**config.mk**
```make
export PLATFORM = sky130hd
export DESIGN_NAME = instr_stream_encoder
export DESIGN_NICKNAME = d
export VERILOG_FILES = /design/src/rtl/instr_stream_encoder.sv
export SDC_FILE = /design/constraint.sdc
export NUM_CORES = 1
export LEC_CHECK = 0
export BUFFER_PORTS_ARGS = -buffer_cell sky130_fd_sc_hd__buf_2
export CAP_MARGIN = 20
export CORE_ASPECT_RATIO = 0.6
export CORE_MARGIN = 2
export CORE_UTILIZATION = 29
export CTS_BUF_LIST = sky130_fd_sc_hd__clkbuf_2
export CTS_CLUSTER_SIZE = 12
export DETAILED_ROUTE_END_ITERATION = 10
export PLACE_DENSITY = 0.5
export SYNTH_ARGS = -nofsm -noshare
export SYNTH_HDL_FRONTEND = slang
export SYNTH_SLANG_ARGS = --single-unit
export TNS_END_PERCENT = 1
```
**constraint.sdc**
```tcl
create_clock -name clk -period 2.5 [get_ports clk]
set_input_delay 0 -clock clk [delete_from_list [all_inputs] [get_ports clk]]
set_output_delay 0 -clock clk [all_outputs]
set_load 0.005 [all_outputs]
```
**src/rtl/instr_stream_encoder.sv**
```systemverilog
// Loads encoded RV32I instructions into instruction memory one field set at a time,
// holding the core in reset until the program is complete.
module instr_stream_encoder #(
    parameter int          DEPTH     = 64,
    parameter logic [31:0] BASE_ADDR = 32'h0,
    localparam int         CW        = $clog2(DEPTH + 1)
) (
    input  logic          clk,
    input  logic          reset,
    input  logic          in_valid,
    output logic          in_ready,
    input  logic [2:0]    in_class,
    input  logic [2:0]    in_funct3,
    input  logic          in_funct7b5,
    input  logic [4:0]    in_rd,
    input  logic [4:0]    in_rs1,
    input  logic [4:0]    in_rs2,
    input  logic [31:0]   in_imm,
    input  logic          in_last,
    output logic          imem_we,
    output logic [31:0]   imem_addr,
    output logic [31:0]   imem_wdata,
    output logic          cpu_reset,
    output logic          done,
    output logic          err,
    output logic [CW-1:0] count
);

    typedef enum logic [1:0] {LOAD, WRITE, DONE} state_t;

    state_t             state;
    logic               last_q;
    logic               illegal;
    logic [31:0]        enc;
    logic signed [31:0] simm;
    logic               imm12_bad;
    logic               imm13_bad;
    logic               imm21_bad;

    assign simm      = in_imm;
    assign imm12_bad = (simm < -2048) || (simm > 2047);
    assign imm13_bad = (simm < -4096) || (simm > 4094) || in_imm[0];
    assign imm21_bad = (simm < -1048576) || (simm > 1048574) || in_imm[0];

    // NOTE: every variable gets a default before the case so no latch is inferred.
    always_comb begin
        enc     = '0;
        illegal = 1'b0;
        case (in_class)
            3'd0: enc = {1'b0, in_funct7b5, 5'b0, in_rs2, in_rs1, in_funct3, in_rd, 7'b0110011};
            3'd1: begin
                illegal = imm12_bad;
                enc     = {in_imm[11:0], in_rs1, in_funct3, in_rd, 7'b0010011};
            end
            3'd2: begin
                illegal = imm12_bad;
                enc     = {in_imm[11:0], in_rs1, 3'b010, in_rd, 7'b0000011};
            end
            3'd3: begin
                illegal = imm12_bad;
                enc     = {in_imm[11:5], in_rs2, in_rs1, 3'b010, in_imm[4:0], 7'b0100011};
            end
            3'd4: begin
                illegal = imm13_bad;
                enc     = {in_imm[12], in_imm[10:5], in_rs2, in_rs1, 3'b000,
                           in_imm[4:1], in_imm[11], 7'b1100011};
            end
            3'd5: begin
                illegal = imm21_bad;
                enc     = {in_imm[20], in_imm[10:1], in_imm[11], in_imm[19:12], in_rd, 7'b1101111};
            end
            default: illegal = 1'b1;
        endcase
    end

    // NOTE: state and outputs use non-blocking assignments so every register samples
    // pre-edge values, independent of statement order.
    always_ff @(posedge clk) begin
        if (reset) begin
            state      <= LOAD;
            last_q     <= 1'b0;
            count      <= '0;
            in_ready   <= 1'b1;
            imem_we    <= 1'b0;
            imem_addr  <= BASE_ADDR;
            imem_wdata <= '0;
            cpu_reset  <= 1'b1;
            done       <= 1'b0;
            err        <= 1'b0;
        end else begin
            case (state)
                LOAD: begin
                    if (in_valid && in_ready) begin
                        if (illegal) begin
                            err <= 1'b1;
                            if (in_last) begin
                                state     <= DONE;
                                in_ready  <= 1'b0;
                                cpu_reset <= 1'b0;
                                done      <= 1'b1;
                            end
                        end else begin
                            state      <= WRITE;
                            last_q     <= in_last;
                            in_ready   <= 1'b0;
                            imem_we    <= 1'b1;
                            imem_addr  <= BASE_ADDR + (32'(count) << 2);
                            imem_wdata <= enc;
                        end
                    end
                end
                WRITE: begin
                    imem_we <= 1'b0;
                    count   <= count + CW'(1);
                    if (last_q || count == CW'(DEPTH - 1)) begin
                        state     <= DONE;
                        cpu_reset <= 1'b0;
                        done      <= 1'b1;
                        // Memory filled before the program said it was finished.
                        if (!last_q) err <= 1'b1;
                    end else begin
                        state    <= LOAD;
                        in_ready <= 1'b1;
                    end
                end
                DONE:    ;
                default: state <= LOAD;
            endcase
        end
    end

endmodule
```
==> impl_metrics.tcl <==
set metrics [dict create \
    yosysTopAreaCell "dfxtp_1" \
    setup_viol 0 \
    cellPowerDensity_nw_per_um2 403 \
    synth_edf_count 0 \
    pin_count 134 \
    fp.coreArea_um2 10500 \
    hold_viol 0 \
    vias 3099 \
    die_area_um2 11500 \
    syn_inst 361 \
    met1_length_mm 4.98 \
    max_cap_violations 0 \
    layout.cell_area.non_filler_um2 3950 \
    fin_worst_skew_ns 0.0175 \
    syn_area_um2 3080 \
    grt_max_degree 56 \
    yosysWarningCount 0 \
    path_common_cell "dlygate4sd3_1" \
    async_reset_ff_share_pct 0 \
    cts_max_path_buffers 2 \
    grt_overflow_total 0 \
    rows 29 \
    drive_gt1_share_pct 28.5 \
    timing.final.crit_share_pct 90.6 \
    fp.dieH_um 83.9 \
    hold_buffers 24 \
    slew_violations 0 \
    yosysTopAreaCellShare_pct 33.8 \
    final_antenna_net_count 0 \
    cp_data_required_time_ns 2.90 \
    power_w 0.00159 \
    grt_pass1_wl_mm 15.2 \
    route.met3.wl_um 803 \
    top_layer_used "met4" \
    crit_start "in_imm[13]" \
    wl_mm 9.68 \
    area_growth_pct 27.9 \
    synth_simple_gate_area_share_pct 23.1 \
    cts_tree "built" \
    crit_type "input pin to flip-flop" \
    rsz0062_at_grt "false" \
    cts_buffers 5 \
    synth-xor-area-share_pct 1.42 \
    cts_setup_buffers 0 \
    setup.worst_path.end "in_ready$_SDFFE_PP1P_" \
    dp_cells 593 \
    hp-class "input pin to flip-flop" \
    fmax_mhz 442 \
    synth-adder-area-share_pct 0.406 \
    grt.total_usage_pct 16.8 \
    dr.first_iter.drc_count 139 \
    cts.sinks 52 \
    min_period_ns 2.26 \
    status "finished, final reports clean" \
    dr.pass1.iters 4 \
    yosysSeqAreaShare_pct 33.8 \
    cts_htree_levels 2 \
    clockRootBuffer "clkbuf_2" \
    routabilityCongestion 0.830 \
    cp_slowest_cell "dlygate4sd3_1" \
    worst_pin_slew_ns 0.934 \
    r2r_end "in_ready$_SDFFE_PP1P_" \
    grt_antenna_before_repair 0 \
    wl_per_cell_um 15.5 \
    cts.reportedPaths.clkPinSlew_ns 0.27 \
    reg2reg_depth 6 \
    post_cts_resized 0 \
    crit_path_start_kind "input pin" \
    fillers 1104 \
    fin_util_pct 37.8 \
    crit_fanout 5 \
    rrSetupSlack_ns 0.38 \
    synth_top_family_by_area "simple AND/OR/NAND/NOR gates" \
    peakVddDrop_uv 169 \
    leakagePower_nw 1.76 \
    timing.setup.tns_ns 0 \
    portBuffers 108 \
    syn_avg_cell_area_um2 8.54 \
    grt_pass1_vias 2826 \
    endpoint_kind "flip-flop" \
    start_util_pct 29.5 \
    synth_compound_area_share_pct 19.8 \
    synth_ff_type "dfxtp_1" \
    antenna_cells 0 \
    vias_per_cell 4.97 \
    worstPathCellList "dlygate4sd3_1, buf_2, nor4_1, nand2_1, or2_2, o221a_2, o31ai_1, a21oi_1, dlygate4sd3_1" \
    drc 0 \
    ys_seq_elements 52 \
    slew_headroom_pct 37.7 \
    arrival_ns 2.67 \
    nNetsFinal 544 \
    wl_met2_mm 3.84 \
    fin_cells 624 \
    ys_types 50 \
    place_area_um2 3670 \
    synthMuxAreaShare_pct 9.82 \
    clock_latency_ns 0.46 \
    synthTopCellsByArea "dfxtp_1, mux2i_1, buf_4" \
    r2r-start "count[3]$_SDFFE_PP0P_" \
    die_x_um 137 \
    dp_hpwl_mm 7.21 \
    crit_path_max_incr_delay_ns 0.56 \
]
==> worst min path at each step <==
stage                      start                           to  slack [ns]  cells after the start
floorplan              in_imm[5]  imem_wdata[25]$_SDFFE_PP0P_        0.14                      2
global placement       in_imm[8]  imem_wdata[28]$_SDFFE_PP0P_        0.26                      3
detailed placement     in_imm[8]  imem_wdata[28]$_SDFFE_PP0P_        0.27                      3
CTS                 in_funct3[2]  imem_wdata[14]$_SDFFE_PP0P_      0.0002                      4
global route          in_imm[11]  imem_wdata[31]$_SDFFE_PP0P_        0.03                      4
finish                 in_imm[0]  imem_wdata[20]$_SDFFE_PP0P_        0.04                      5
==> cell families (layout without fill, tap and decap cells) <==
family,after synthesis,count (layout)
multiplexers,29,29
other,1,25
buffers and inverters,61,161
XOR/XNOR,5,5
AND/OR/NAND/NOR,128,128
AO/OA/AOI/OAI,84,84
adder cells (fa/ha/maj),1,1
flip-flops,52,52
==> cells in the final DEF, fill, tap and decap left out, types with 14 or more instances in the layout <==
cell type	n
a221oi_1	15
dlygate4sd3_1	24
buf_4	14
a21oi_1	14
mux2i_1	25
conb_1	25
dfxtp_1	52
nand2b_1	34
nand2_1	15
nor2_1	26
buf_2	108
==> registers in the layout (all words and copies together) (netlist names) <==
| signal | count |
|---|---|
| err | 1 |
| cpu_reset | 1 |
| in_ready | 1 |
| state | 2 |
| imem_addr | 7 |
| count | 7 |
| last_q | 1 |
| imem_wdata | 30 |
| imem_we | 1 |
| done | 1 |
==> synthesized netlist by cell type (7+ instances only) <==
cell / instances
dfxtp_1: 52
nand2b_1: 34
buf_4: 29
nor2_1: 26
mux2i_1: 25
clkbuf_1: 17
a221oi_1: 15
nand2_1: 15
a21oi_1: 14
a31oi_1: 12
nand4_1: 12
a22oi_1: 10
or3_1: 9
a211oi_1: 8
inv_1: 7
==> stage by stage <==
| step | hold slack (ns) | setup slack (ns) |
|---|---|---|
| floorplan | 0.139 | 0.714 |
| global placement | 0.262 | 0.438 |
| detailed placement | 0.269 | 0.396 |
| CTS | 0.000211 | 0.284 |
| global route | 0.0263 | 0.179 |
| finish | 0.0373 | 0.236 |
==> layer usage <==
metal / up-vias / GRT usage, %
li1: 1517 / -
met4: 0 / 2.25
met3: 7 / 4.37
met1: 1466 / 27.0
met2: 109 / 22.3
met5: - / 0
==> report_power, final <==
part           switching [W]  leakage [nW]  internal (W)
Combinational       0.000197          1.31      0.000173
Clock               0.000283        0.0248     0.0000614
Sequential         0.0000178         0.421      0.000858
Total               0.000498          1.76       0.00109
==> final cells by class <==
class	instances	area [um^2]	area share [%]
inverter	8	30.0	0.761
clock inverter	2	12.5	0.317
tap	139	174	4.41
timing repair buffer	146	886	22.5
clock buffer	5	25.0	0.634
multi-input combinational	272	1780	45.0
sequential	52	1040	26.4
==> critical path, delay by kind of cell <==
family	cells	cell delay [ns]
compound gates	3	0.66
buf+inv	3	1.24
simple gates	3	0.76
Power figures use the tool's default switching activity.
